<file path="src/rtl/pool_pkg.sv">
// pool_pkg: shared accumulator width, image-size limits and FSM encoding
// for the 2x2 pooling window scheduler.
package pool_pkg;
  localparam int DATA_W_DEF = 22;
  localparam int IMG_MIN = 2;
  localparam int IMG_MAX = 1024;
  localparam int CNT_W = $clog2(IMG_MAX) + 1;
  typedef enum logic [2:0] {IDLE, FILL, PAIR, DRAIN, DONE} state_t;
endpackage

</file>
<file path="src/rtl/pool_line_buf.sv">
// pool_line_buf: one-row line buffer, single write port, two asynchronous read ports.
module pool_line_buf
  import pool_pkg::*;
#(
  parameter int DEPTH = 16,
  parameter int DATA_W = DATA_W_DEF,
  parameter int AW = $clog2(DEPTH)
) (
  input  logic              clk,
  input  logic              we,
  input  logic [AW-1:0]     wa,
  input  logic [DATA_W-1:0] wd,
  input  logic [AW-1:0]     ra0,
  output logic [DATA_W-1:0] rd0,
  input  logic [AW-1:0]     ra1,
  output logic [DATA_W-1:0] rd1
);
  logic [DATA_W-1:0] mem [DEPTH];
  always_ff @(posedge clk)
    if (we) mem[wa] <= wd;
  assign rd0 = mem[ra0];
  assign rd1 = mem[ra1];
endmodule

</file>
<file path="src/rtl/pool_win_sched.sv">
// pool_win_sched: buffers even rows and pairs them with odd rows to emit 2x2 windows.
// POOL_WIN_SCHED_STALL_CNT_EN enables the output-stall cycle counter on o_stall_cnt.
module pool_win_sched
  import pool_pkg::*;
#(
  parameter int IMG_W = 16,
  parameter int IMG_H = 16,
  parameter int DATA_W = DATA_W_DEF
) (
  input  logic              clk,
  input  logic              rstn,
  input  logic              i_start,
  input  logic              i_vld,
  input  logic [DATA_W-1:0] i_data,
  output logic              o_rdy,
  output logic              o_win_vld,
  input  logic              i_win_rdy,
  output logic [DATA_W-1:0] o_win0,
  output logic [DATA_W-1:0] o_win1,
  output logic [DATA_W-1:0] o_win2,
  output logic [DATA_W-1:0] o_win3,
  output logic              o_busy,
  output logic              o_done,
  output logic [15:0]       o_stall_cnt
);
  localparam int AW = $clog2(IMG_W);
  state_t state;
  logic [CNT_W-1:0] col, row;
  logic [DATA_W-1:0] held, rd0, rd1;
  logic acc, last_col, last_row, win_load;
  assign o_rdy = (state == FILL || state == PAIR) && (!o_win_vld || i_win_rdy);
  assign acc = i_vld && o_rdy;
  assign last_col = col == CNT_W'(IMG_W - 1);
  assign last_row = row == CNT_W'(IMG_H / 2 - 1);
  assign win_load = acc && state == PAIR && col[0];
  // odd column c reads the pair buf[c-1], buf[c] from the buffered even row
  pool_line_buf #(.DEPTH(IMG_W), .DATA_W(DATA_W)) u_buf (
    .clk(clk),
    .we(acc && state == FILL),
    .wa(col[AW-1:0]),
    .wd(i_data),
    .ra0(col[AW-1:0] & ~AW'(1)),
    .rd0(rd0),
    .ra1(col[AW-1:0]),
    .rd1(rd1)
  );
  always_ff @(posedge clk or negedge rstn) begin
    if (!rstn) begin
      state <= IDLE;
      col <= '0;
      row <= '0;
      held <= '0;
      o_win_vld <= 1'b0;
      o_win0 <= '0;
      o_win1 <= '0;
      o_win2 <= '0;
      o_win3 <= '0;
      o_busy <= 1'b0;
      o_done <= 1'b0;
    end else begin
      o_done <= 1'b0;
      if (win_load) begin
        o_win_vld <= 1'b1;
        o_win0 <= rd0;
        o_win1 <= rd1;
        o_win2 <= held;
        o_win3 <= i_data;
      end else if (i_win_rdy) o_win_vld <= 1'b0;
      case (state)
        IDLE:
          if (i_start) begin
            state <= FILL;
            col <= '0;
            row <= '0;
            o_busy <= 1'b1;
          end
        FILL, PAIR:
          if (acc) begin
            col <= last_col ? '0 : col + 1'b1;
            if (state == PAIR && !col[0]) held <= i_data;
            if (last_col) begin
              state <= state == FILL ? PAIR : (last_row ? DRAIN : FILL);
              if (state == PAIR) row <= row + 1'b1;
            end
          end
        DRAIN:
          if (!o_win_vld || i_win_rdy) begin
            state <= DONE;
            o_done <= 1'b1;
          end
        default: begin
          state <= IDLE;
          o_busy <= 1'b0;
        end
      endcase
    end
  end
`ifdef POOL_WIN_SCHED_STALL_CNT_EN
  logic [15:0] stall_cnt;
  always_ff @(posedge clk or negedge rstn) begin
    if (!rstn) stall_cnt <= '0;
    else if (state == IDLE && i_start) stall_cnt <= '0;
    else if (o_win_vld && !i_win_rdy && stall_cnt != 16'hFFFF) stall_cnt <= stall_cnt + 1'b1;
  end
  assign o_stall_cnt = stall_cnt;
`else
  assign o_stall_cnt = '0;
`endif
endmodule

</file>
<file path="config.mk">
export PLATFORM = sky130hd
export DESIGN_NAME = pool_win_sched
export DESIGN_NICKNAME = d
export VERILOG_FILES = /design/src/rtl/pool_pkg.sv /design/src/rtl/pool_line_buf.sv /design/src/rtl/pool_win_sched.sv
export SDC_FILE = /design/constraint.sdc
export NUM_CORES = 1
export LEC_CHECK = 0
export ABC_AREA = 1
export CORE_MARGIN = 2
export CORE_UTILIZATION = 32
export DETAILED_ROUTE_END_ITERATION = 6
export GPL_ROUTABILITY_DRIVEN = 0
export GPL_TIMING_DRIVEN = 0
export PLACE_DENSITY = 0.54
export SYNTH_ARGS = -nofsm -noshare
export SYNTH_HDL_FRONTEND = slang
export SYNTH_SLANG_ARGS = --single-unit
</file>
<file path="constraint.sdc">
create_clock -name clk -period 3.8 [get_ports clk]
set_input_delay 0.57 -clock clk [delete_from_list [all_inputs] [get_ports clk]]
set_output_delay 0.57 -clock clk [all_outputs]
set_load 0.02 [all_outputs]
</file>
==> out/results.ini <==
[outcome]
status=finished, final reports clean

[floorplanning]
start_util_pct=32.3
io_pins=135
die_w_um=254
coreArea_sq_um=61600
dieHeight_um=254
placementRows=91
dieArea_sq_um=64300

[detailed_routing]
first_iter_violations=1245
vias=13800
drc_errors=0
drtPass1Iterations=7
avgRoutedWirePerCell_um=21.1
routed_wl_um=60200
drtAntennaViolNets=0
avgViaCountPerCell=4.83

[sta]
hold_violations=0
fmax_mhz=303
hold_slack_ns=0.00638
period_share_pct=86.7
drv_slew=0
slew_headroom_pct=19.0
setup_viol=0
tns_ns=0
grt_setup_unrepaired=no
post-route-min-period_ns=3.30
skew_ns=0.0205
tightest_slew_ns=1.21

[synthesis]
synth.avg_cell_area_sq_um=11.2
syn-cell-area_sq_um=19900
syn_inst=1777
ys_ff_latch=490
yosys.area.top_type=edfxtp_1
yosysTopAreaCellShare_pct=53.0
yosysWarningCount=0
synth_cell_types=35
seq_area_frac_synth_pct=70.4
synth_area_leaders=edfxtp_1 (53%), dfrtp_1 (17%), nand2_1 (6.9%), o21ai_0 (5.0%), nor2_1 (4.8%)

[critical_path]
critPathBufInv=5
cp_top_family=buffers and inverters
crit_type=flop to flop
worstPathRequired_ns=4.11
slowest_stage=nor2_2
critPathMostFrequentCell=buf_2
worstPathMaxFanout=12
arrival_ns=3.60
path_cells=buf_2 > inv_1 > buf_2 > clkbuf_1 > ha_1 > nand2_1 > nor2_2 > buf_16
startpoint_type=flop
critPathCaptureType=flop
cpPeakStageDelay_ns=0.75

[layout]
multi_input_area_sq_um=5120
final_nets=2008
final_layout_size_suffix_gt1_share_pct=12.2
syn_to_final_growth_pct=21.3
layout_commonest_cell=nand2_1
final_cell_mix=nand2_1 (368), edfxtp_1 (352), nor2_1 (242), o21ai_0 (201), dfrtp_1 (138)
antennaDiodeCount=0
fillCellCount=5909
ff_latch_area_sq_um=14000

[clock_network]
insertion_delay_ns=0.61
cts-root-buf=clkbuf_16
clock-sinks=490
cts_buffer_depth=3
cts-hold-fix-buffers=0
tritoncts=yes
htree_levels=2
clkSlewWorstSetupHoldPaths_ns=0.06
cts_made_buffers=52
cts_setup_buffers=0
cts-resized-gates=0

[global_routing]
grt_pass1_vias=13600
antenna_found_initial=1
grt_use_total_pct=18.8
grt_max_degree=71
overflow=0
grt_pass1_wl_um=88100

[power]
vdd_ir_drop_max_mv=0.359
power_mw=16.1
power_density_nw_per_um2=664
p_leak_nw=9.26

[placed_design]
dp_hpwl_um=38800
portBuffers=118

[min_path]
holdCritPathClass=primary input to asynchronous set/reset pin

[job]
cap_violations=0

==> cells in the mapped netlist <==
cell,number
nand2_1,368
edfxtp_1,352
nor2_1,255
o21ai_0,201
dfrtp_1,138
inv_1,100
or2_2,41
nand3_1,40
o211ai_1,40
clkbuf_1,39
buf_2,38
a21oi_1,27
nand4_1,27
o21ai_1,22
buf_4,20
nand2_2,11
o21ai_2,11
nor3_1,7
buf_1,6
ha_1,5
buf_6,3
inv_2,3
nor2_2,3
o21bai_1,3
nand2_4,2
nand3_2,2
nand3b_1,2
nor3_4,2
nor4_1,2
xor2_1,2
a21o_1,1
a31oi_1,1
clkbuf_2,1
conb_1,1
nor2_4,1
==> metal layers <==
metal	track usage [%]	share of wire, %	vias to the layer above
li1	-	-	6417
met1	25.3	44	6854
met2	31.0	47	439
met3	3.00	5.9	91
met4	6.09	3.1	0
met5	0	0	-
==> worst paths after layout <==
check / slack, ns / cells past startpoint / end / startpoint
worst max-delay path: 0.50 / 8 / u_buf.mem[0][2] / col[1]
worst min-delay path: 0.006 / 1 / o_win3[13] / rstn
worst max register to register: 0.50 / 8 / u_buf.mem[0][2] / col[1]
worst min register to register: 0.47 / 2 / o_win3[19] / o_win3[19]
max in group asynchronous: 2.90 / 2 / o_win2[6] / rstn
min in group clk: 0.47 / 2 / o_win3[19] / o_win3[19]
==> area by class of cell <==
type / instances / area share, %
Inverter: 103 / 1.60
Clock inverter: 32 / 0.999
Sequential cell: 490 / 58.0
Tap cell: 837 / 4.33
Buffer: 107 / 2.27
Multi-Input combinational cell: 1092 / 21.2
Clock buffer: 66 / 5.90
Timing Repair Buffer: 130 / 5.70
==> through the flow <==
step	util [%]	setup slack [ns]	instance area, sq um	cells
after floorplan	-	0.676	20000	1792
after global placement	36.1	-4.06	22200	2747
after detailed placement	36.5	0.341	22500	2759
after CTS	39.2	0.499	24200	2857
after global routing	39.2	0.356	24200	2857
final	39.2	0.504	24200	2857
==> logic make-up (layout without fill, tap and decap cells) <==
group	Yosys count	after routing	synth area share, %
xor+xnor	2	2	0.0879
flops	490	490	70.4
fa+ha+maj	5	5	0.314
buf+inv	210	438	4.69
other cells	1	16	0.0188
simple gates	763	763	16.1
compound gates	306	306	8.45
==> power by group <==
group,internal [mW],switching (mW)
combinational,1.58,2.72
clock,2.80,2.19
sequential,6.41,0.363
==> state kept, by name, summed over array words and instances, names as in the netlist <==
signal / flops
o_win1: 22
o_busy: 1
o_win2: 22
row: 11
o_win0: 22
state: 3
o_done: 1
u_buf.mem: 352
o_win_vld: 1
o_win3: 22
col: 11
held: 22
Power figures use the tool's default switching activity.
